`src/rtl/key_press_gen.sv`:
```
// key_press_gen: emulates an active-low push-button pin for on-board self-test
// of the key debounce/classifier. A one-cycle request starts a press sequence:
// optional press bounce, a low hold of short or long length, optional release
// bounce, then a released settle gap that ends with a one-cycle done pulse.
//
// Build option: define KEY_BOUNCE_EN to generate contact bounce around both
// edges. Without it the bounce states do not exist and the pin has clean edges.
module key_press_gen #(
  parameter int unsigned CLK_FREQ   = 27_000_000,
  parameter int unsigned SHORT_MS   = 200,
  parameter int unsigned LONG_MS    = 1500,
  parameter int unsigned GAP_MS     = 50,
  parameter int unsigned BOUNCE_N   = 3,
  parameter int unsigned BOUNCE_CYC = 2700
) (
  input  logic clk,
  input  logic rst,
  input  logic req_short,
  input  logic req_long,
  output logic key_out,
  output logic busy,
  output logic done
);

  // Phase lengths in clock cycles. All lengths are expected to be at least 1.
  localparam logic [31:0] CNT_SHORT = 32'((CLK_FREQ / 1000) * SHORT_MS);
  localparam logic [31:0] CNT_LONG  = 32'((CLK_FREQ / 1000) * LONG_MS);
  localparam logic [31:0] CNT_GAP   = 32'((CLK_FREQ / 1000) * GAP_MS);

`ifdef KEY_BOUNCE_EN
  // Each edge produces 2*BOUNCE_N segments of BOUNCE_CYC cycles.
  localparam int unsigned NSEG     = 2 * BOUNCE_N;
  localparam int unsigned SEG_W    = (NSEG < 2) ? 1 : $clog2(NSEG);
  localparam logic [31:0] BNC_LAST = 32'(BOUNCE_CYC - 1);
  localparam logic [SEG_W-1:0] SEG_LAST = SEG_W'((NSEG == 0) ? 0 : NSEG - 1);
`endif

  typedef enum logic [2:0] {
    IDLE,
    HOLD,
    GAP
`ifdef KEY_BOUNCE_EN
    ,
    PRESS_BNC,
    REL_BNC
`endif
  } state_t;

  state_t      state_q, state_d;
  logic [31:0] cnt_q, cnt_d;          // cycle count within the current phase/segment
  logic [31:0] hold_len_q, hold_len_d; // hold length latched at acceptance
  logic        key_q, key_d;
  logic        busy_q, busy_d;
  logic        done_q, done_d;
`ifdef KEY_BOUNCE_EN
  logic [SEG_W-1:0] seg_q, seg_d;     // bounce segment index; bit 0 picks the level
`endif

  // Next-state and next-output decode; outputs are computed from the next state
  // so they are registered and line up with the state they describe.
  always_comb begin
    state_d    = state_q;
    cnt_d      = cnt_q + 32'd1;
    hold_len_d = hold_len_q;
`ifdef KEY_BOUNCE_EN
    seg_d      = seg_q;
`endif

    case (state_q)
      IDLE: begin
        cnt_d = 32'd0;
        // Long wins when both requests arrive together.
        if (req_short || req_long) begin
          hold_len_d = req_long ? CNT_LONG : CNT_SHORT;
`ifdef KEY_BOUNCE_EN
          state_d = (NSEG != 0) ? PRESS_BNC : HOLD;
          seg_d   = '0;
`else
          state_d = HOLD;
`endif
        end
      end

`ifdef KEY_BOUNCE_EN
      PRESS_BNC: begin
        if (cnt_q == BNC_LAST) begin
          cnt_d = 32'd0;
          if (seg_q == SEG_LAST) begin
            seg_d   = '0;
            state_d = HOLD;
          end else begin
            seg_d = seg_q + 1'b1;
          end
        end
      end
`endif

      HOLD: begin
        if (cnt_q == hold_len_q - 32'd1) begin
          cnt_d = 32'd0;
`ifdef KEY_BOUNCE_EN
          seg_d   = '0;
          state_d = (NSEG != 0) ? REL_BNC : GAP;
`else
          state_d = GAP;
`endif
        end
      end

`ifdef KEY_BOUNCE_EN
      REL_BNC: begin
        if (cnt_q == BNC_LAST) begin
          cnt_d = 32'd0;
          if (seg_q == SEG_LAST) begin
            seg_d   = '0;
            state_d = GAP;
          end else begin
            seg_d = seg_q + 1'b1;
          end
        end
      end
`endif

      GAP: begin
        if (cnt_q == CNT_GAP - 32'd1) begin
          cnt_d   = 32'd0;
          state_d = IDLE;
        end
      end

      default: begin
        cnt_d   = 32'd0;
        state_d = IDLE;
      end
    endcase

    // Pin level for the cycle the next state occupies.
    case (state_d)
      HOLD:      key_d = 1'b0;
`ifdef KEY_BOUNCE_EN
      PRESS_BNC: key_d = seg_d[0];   // low, high, low, ...
      REL_BNC:   key_d = ~seg_d[0];  // high, low, high, ...
`endif
      default:   key_d = 1'b1;       // IDLE and GAP: released
    endcase

    busy_d = (state_d != IDLE);
    // done marks the final GAP cycle.
    done_d = (state_d == GAP) && (cnt_d == CNT_GAP - 32'd1);
  end

  // State, counters and registered outputs; reset acts immediately, even mid-press.
  always_ff @(posedge clk or posedge rst) begin
    if (rst) begin
      state_q    <= IDLE;
      cnt_q      <= 32'd0;
      hold_len_q <= 32'd0;
      key_q      <= 1'b1;
      busy_q     <= 1'b0;
      done_q     <= 1'b0;
`ifdef KEY_BOUNCE_EN
      seg_q      <= '0;
`endif
    end else begin
      state_q    <= state_d;
      cnt_q      <= cnt_d;
      hold_len_q <= hold_len_d;
      key_q      <= key_d;
      busy_q     <= busy_d;
      done_q     <= done_d;
`ifdef KEY_BOUNCE_EN
      seg_q      <= seg_d;
`endif
    end
  end

  assign key_out = key_q;
  assign busy    = busy_q;
  assign done    = done_q;

endmodule

```
`config.mk`:
```
export PLATFORM = sky130hd
export DESIGN_NAME = key_press_gen
export DESIGN_NICKNAME = d
export VERILOG_FILES = /design/src/rtl/key_press_gen.sv
export SDC_FILE = /design/constraint.sdc
export NUM_CORES = 1
export LEC_CHECK = 0
export ABC_AREA = 1
export CAP_MARGIN = 20
export CORE_ASPECT_RATIO = 0.6
export CORE_UTILIZATION = 65
export DETAILED_ROUTE_END_ITERATION = 10
export DONT_BUFFER_PORTS = 1
export HOLD_SLACK_MARGIN = 0.05
export PLACE_DENSITY_LB_ADDON = 0.08
export REMOVE_ABC_BUFFERS = 1
export SYNTH_ARGS = -nofsm -noshare
export SYNTH_HDL_FRONTEND = slang
export SYNTH_SLANG_ARGS = --single-unit
```
`constraint.sdc`:
```
create_clock -name clk -period 3.55 [get_ports clk]
set_clock_uncertainty 0.05 [all_clocks]
set_input_delay 0.1775 -clock clk [delete_from_list [all_inputs] [get_ports clk]]
set_output_delay 0.1775 -clock clk [all_outputs]
set_load 0.02 [all_outputs]
```
# Yosys cells after proc, flatten, opt, wreduce, memory -nomap -nowiden

Cells that the tools add are included.

Input bits: 4
Bits in read-only memories: 0
Memories kept: 0
RAM bits: 0
Latch bits: 0
Bits in registers: 70

Shift operators: 0
Multiply operators: 0
Mux-type cells: 9
$add $sub $neg: 2
$lt $le $gt $ge: 0
Divide/modulo/power cells: 0
Reductions and logical operators: 5
Bitwise gates (word level): 0
Equal/unequal tests: 7

Operator list:

| operator                                               | count |
|---|---|
| equality test 32 x 21 -> 1 bit (second input constant) | 2 |
| two-way mux 32 bit                                     | 2 |
| one-hot mux 32 bit (2 select lines)                    | 1 |
| adder 32 x 1 -> 32 bit (second input constant)         | 1 |
| equality test 32 bit                                   | 1 |
| subtractor 32 x 1 -> 32 bit (second input constant)    | 1 |
| two-way mux 26 bit                                     | 1 |
| two-way mux 3 bit                                      | 3 |
| one-hot mux 3 bit (3 select lines)                     | 1 |
| equality test 3 x 1 -> 1 bit (second input constant)   | 2 |
| equality test 3 x 2 -> 1 bit (second input constant)   | 2 |
| zero test 3 bit                                        | 1 |
| nonzero test 3 bit                                     | 1 |
| AND reduction 2 bit                                    | 1 |
| logical AND 1 bit                                      | 1 |
| logical OR 1 bit                                       | 1 |
| two-way mux 1 bit                                      | 1 |

# Logic depth before layout (Yosys ltp)

Depth in word-level cells: 6
Gate-level depth with buffers: 20
Gate-level depth less buffers: 19

# Worst setup path after synthesis

No wires, ideal clock.

Path kind: register -> register
From: register hold_len_q[21]
To: register cnt_q[5]
Stages on the path, launching flop included: 20
Library setup time: 124 ps
Slack: 953 ps
Data arrival time: 2423 ps
Required time: 3376 ps
Path through: dfrtp_1 -> inv_1 -> buf_2 -> ha_1 -> ha_1 -> inv_1 -> nand2_1 -> nand2_1 -> nand2_1 -> nor2_1 -> nand3_1 -> nor2_1 -> nand3_1 -> nor2_1 -> nand2_1 -> nand2_1 -> nand2_2 -> inv_4 -> buf_2 -> a21oi_1

Longest elaborated chain between the ends: 4

Ends and longest elaborated chain:

| element                             | RTL line | source |
|---|---|---|
| from (decl)                         | 51       | `logic [31:0] hold_len_q, hold_len_d;` |
| from (signal assigned)              | 167      | `hold_len_q <= hold_len_d;` |
| subtractor 32 x 1 -> 32 bit         | 99       | `if (cnt_q == hold_len_q - 32'd1) begin` |
| equality test 32 bit                | 99       |  |
| two-way mux 32 bit                  | 99       |  |
| one-hot mux 32 bit (2 select lines) | 69       | `case (state_q)` |
| net cnt_d[5]                        | 50       | `logic [31:0] cnt_q, cnt_d;` |
| to (signal assigned)                | 166      | `cnt_q <= cnt_d;` |
| to (decl)                           | 50       |  |

The timed path passes the listed nets, and every way through them passes these cells.
A chain may end at the register's enable or synchronous reset.

# Worst setup path after layout

From: register hold_len_q[20]
To: register cnt_q[5]

The elaborated chain is that of the path after synthesis.

==> flow_summary.ini <==
[outcome]
status = complete, no violations

[global_routing]
grt_usage_pct = 41.9
antenna_found_initial = 0
grt_max_degree = 42
grt_first_pass_wirelength_mm = 17.1
grt_pass1_vias = 3337
overflow = 0

[cts]
cts_buffers = 5
clkLatencyLatePin_ns = 0.31
cts_tree = done
cts.sinks = 41
clockBufferDepth = 2
postCtsSetupBuffers = 0
clkTransAtPathRegs_ns = 0.09
cts_root_buffer = clkbuf_8
cts-htree-levels = 2
post_cts_resized = 0

[synth]
ys_ff_latch = 41
synth_area_um2 = 3440
syn_avg_cell_area_um2 = 6.13
yosysSeqAreaShare_pct = 29.8
synth_cell_type_count = 35
yosysWarnings = 0
syn_inst = 562

[worst_setup_path]
crit_type = flip-flop to flip-flop
crit_path_end_kind = flip-flop
critical_path_arrival_ns = 3.36
cp_max_fo = 28
start_kind = flip-flop
required_ns = 3.68
path_buf_inv = 3
critPathTopFamily = simple AND/OR/NAND/NOR gates
path_cells = inv_1 > ha_1 > inv_1 > nor2_4 > nand3_1 > nand2_1 > nand3_1 > nor2_1 > nand2_1 > nor2_2 > nand2_1 > nand2_1 > nand2_2 > inv_4 > a21oi_1
cp_slowest_cell = dfrtp_1
cp_common_cell = nand2_1
critPathMaxStageDelay_ns = 0.47

[sta]
fin_crit_ns = 3.23
setup_violations = 0
tns_ns = 0
slew_violations = 0
worstMarginPinSlew_ns = 0.540
fin_crit_sh_pct = 91.0
rsz0062_at_grt = no
finalHoldViolCount = 0
fmax_mhz = 310
slew-limit-headroom_pct = 64.0
setup_slack_ns = 0.320

[place]
dp_slack_ns = 0.447
gp_congestion = 1.06
numPlacedInstances = 622
hpwl_mm = 8.33
portBuffers = 0

[route]
drt_first_pass_iters = 5
wirelength_mm = 10.7
first_iter_violations = 435
drc_errors = 0
vias = 3791
postRouteAntennaNets = 0
wire_per_inst_um = 17.0
via_per_inst = 6.00

[power_and_ir_drop]
combPwrFrac_pct = 27.8
swShare_pct = 37.7
p_seq_share_pct = 43.4
ir_worst_vdd_mv = 0.241
power_density_nw_per_um2 = 316
p_switching_mw = 0.431
p_clk_share_pct = 28.9
internal_power_mw = 0.712
power.leakage_nw = 1.64

[final_layout]
areaGrowthSynthToFinish_pct = 5.12
drive_above_1_share_pct = 5.48
antenna_cells = 0
final_nets = 574
layoutNonFillerInstCount = 632
utilization_pct = 71.3

[min_path]
holdCritPathClass = input port to flip-flop

[floorplanning]
io_pins = 7
start_util_pct = 67.8
dieWidth_um = 96.0
num_rows = 20
die_h_um = 58.4
core_area_um2 = 5080
dieArea_um2 = 5600

[run]
maxCapViolations = 0
per-layer routing:
layer  GRT usage (%)  wire length (um)
met5               0                 0
met2            56.6              4150
met1            62.8              4660
met4            11.5               243
met3            14.9              1670
final cells by class:
class	count	area, um2
Inverter	72	275
Multi-Input combinational cell	438	2090
Sequential cell	41	1030
Fill cell	455	1460
Clock inverter	3	21.3
Tap cell	66	82.6
Timing Repair Buffer	7	57.6
Clock buffer	5	68.8
synthesized netlist by cell type:
cell type / number / area [um2]
buf_4: 2 / 15.0
o41ai_1: 1 / 8.76
nor3_1: 15 / 75.1
nor2_1: 101 / 379
xnor2_1: 2 / 17.5
nor4_1: 3 / 18.8
clkbuf_1: 5 / 18.8
buf_2: 4 / 20.0
a21oi_1: 3 / 15.0
a21oi_2: 1 / 8.76
inv_1: 69 / 259
ha_1: 5 / 62.6
nor2_4: 2 / 22.5
nand3b_1: 4 / 30.0
o21ai_1: 1 / 5.00
dfrtp_1: 40 / 1000
nand2_4: 5 / 56.3
nor3b_1: 1 / 7.51
xor2_1: 20 / 175
a21boi_1: 1 / 7.51
o22ai_1: 1 / 6.26
nand4_1: 14 / 87.6
dfstp_2: 1 / 26.3
nand2_1: 161 / 604
nand3_1: 80 / 400
and2_1: 1 / 6.26
a211oi_1: 1 / 7.51
conb_1: 1 / 3.75
o21ai_0: 6 / 30.0
nand2_2: 2 / 12.5
o31ai_1: 1 / 7.51
or2_2: 3 / 18.8
clkinv_1: 1 / 3.75
nor2_2: 2 / 12.5
inv_4: 2 / 12.5
final timing paths:
kind	startpoint	endpoint	slack [ns]	cells after the start
max in group asynchronous	rst	key_out	2.68	3
min in group asynchronous	rst	cnt_q[0]	0.39	3
worst min-delay path	req_short	hold_len_q[22]	0.13	3
worst max register to register	hold_len_q[20]	cnt_q[5]	0.32	15
worst max-delay path	hold_len_q[20]	cnt_q[5]	0.32	15
worst min register to register	cnt_q[0]	cnt_q[0]	0.53	1
kinds of logic (layout without fill, tap and decap cells):
family / count (synthesis) / in the layout / synth area share [%]
other: 1 / 1 / 0.109
buffers and inverters: 83 / 87 / 9.56
AND/OR/NAND/NOR: 394 / 394 / 50.3
XOR/XNOR: 22 / 22 / 5.60
adder cells (fa/ha/maj): 5 / 5 / 1.82
AO/OA/AOI/OAI: 16 / 16 / 2.80
flip-flops: 41 / 41 / 29.8
power groups by stage:
stage	combinational [mW]	sequential [mW]	clock, mW
global route	0.352	0.497	0.349
finish	0.317	0.496	0.330
CTS	0.309	0.495	0.329
global placement	0.303	0.505	0
detailed placement	0.306	0.505	0
floorplan	0.223	0.507	0
metrics by stage:
step | total power, mW | area [um2] | hold slack (ns)
3_3_place_gp | 0.808 | 3510 | 0.168
3_5_place_dp | 0.811 | 3510 | 0.180
4_1_cts | 1.13 | 3620 | 0.135
6_report | 1.14 | 3620 | 0.132
5_1_grt | 1.20 | 3620 | 0.168
2_1_floorplan | 0.729 | 3390 | 0.297
state kept, by name (all words and copies together), names as in the netlist:
register and count:
key_out 1, done 1, busy 1, hold_len_q 3, cnt_q 32, state_q 3
placed cells by master (no fill, tap or decap), types with 3 or more instances in the layout:
master	n
nand2_1	161
nor2_1	101
nand3_1	80
inv_1	68
dfrtp_1	40
xor2_1	20
nor3_1	15
nand4_1	14
o21ai_0	6
nand2_4	5
ha_1	5
clkbuf_8	5
buf_4	5
nand3b_1	4
a21oi_1	3
or2_2	3
nor4_1	3
worst min-delay path, delay by kind of cell:
kind / cells / cell delay [ns]
and+or+nand+nor: 3 / 0.29
timing repair:
| item | in CTS | in global routing |
|---|---|---|
| endpoints found under the hold margin | 41 | 0 |
| hold buffers | 2 | 0 |
| endpoints found under the setup margin | 0 | 0 |
(Power assumes the default switching activity.)
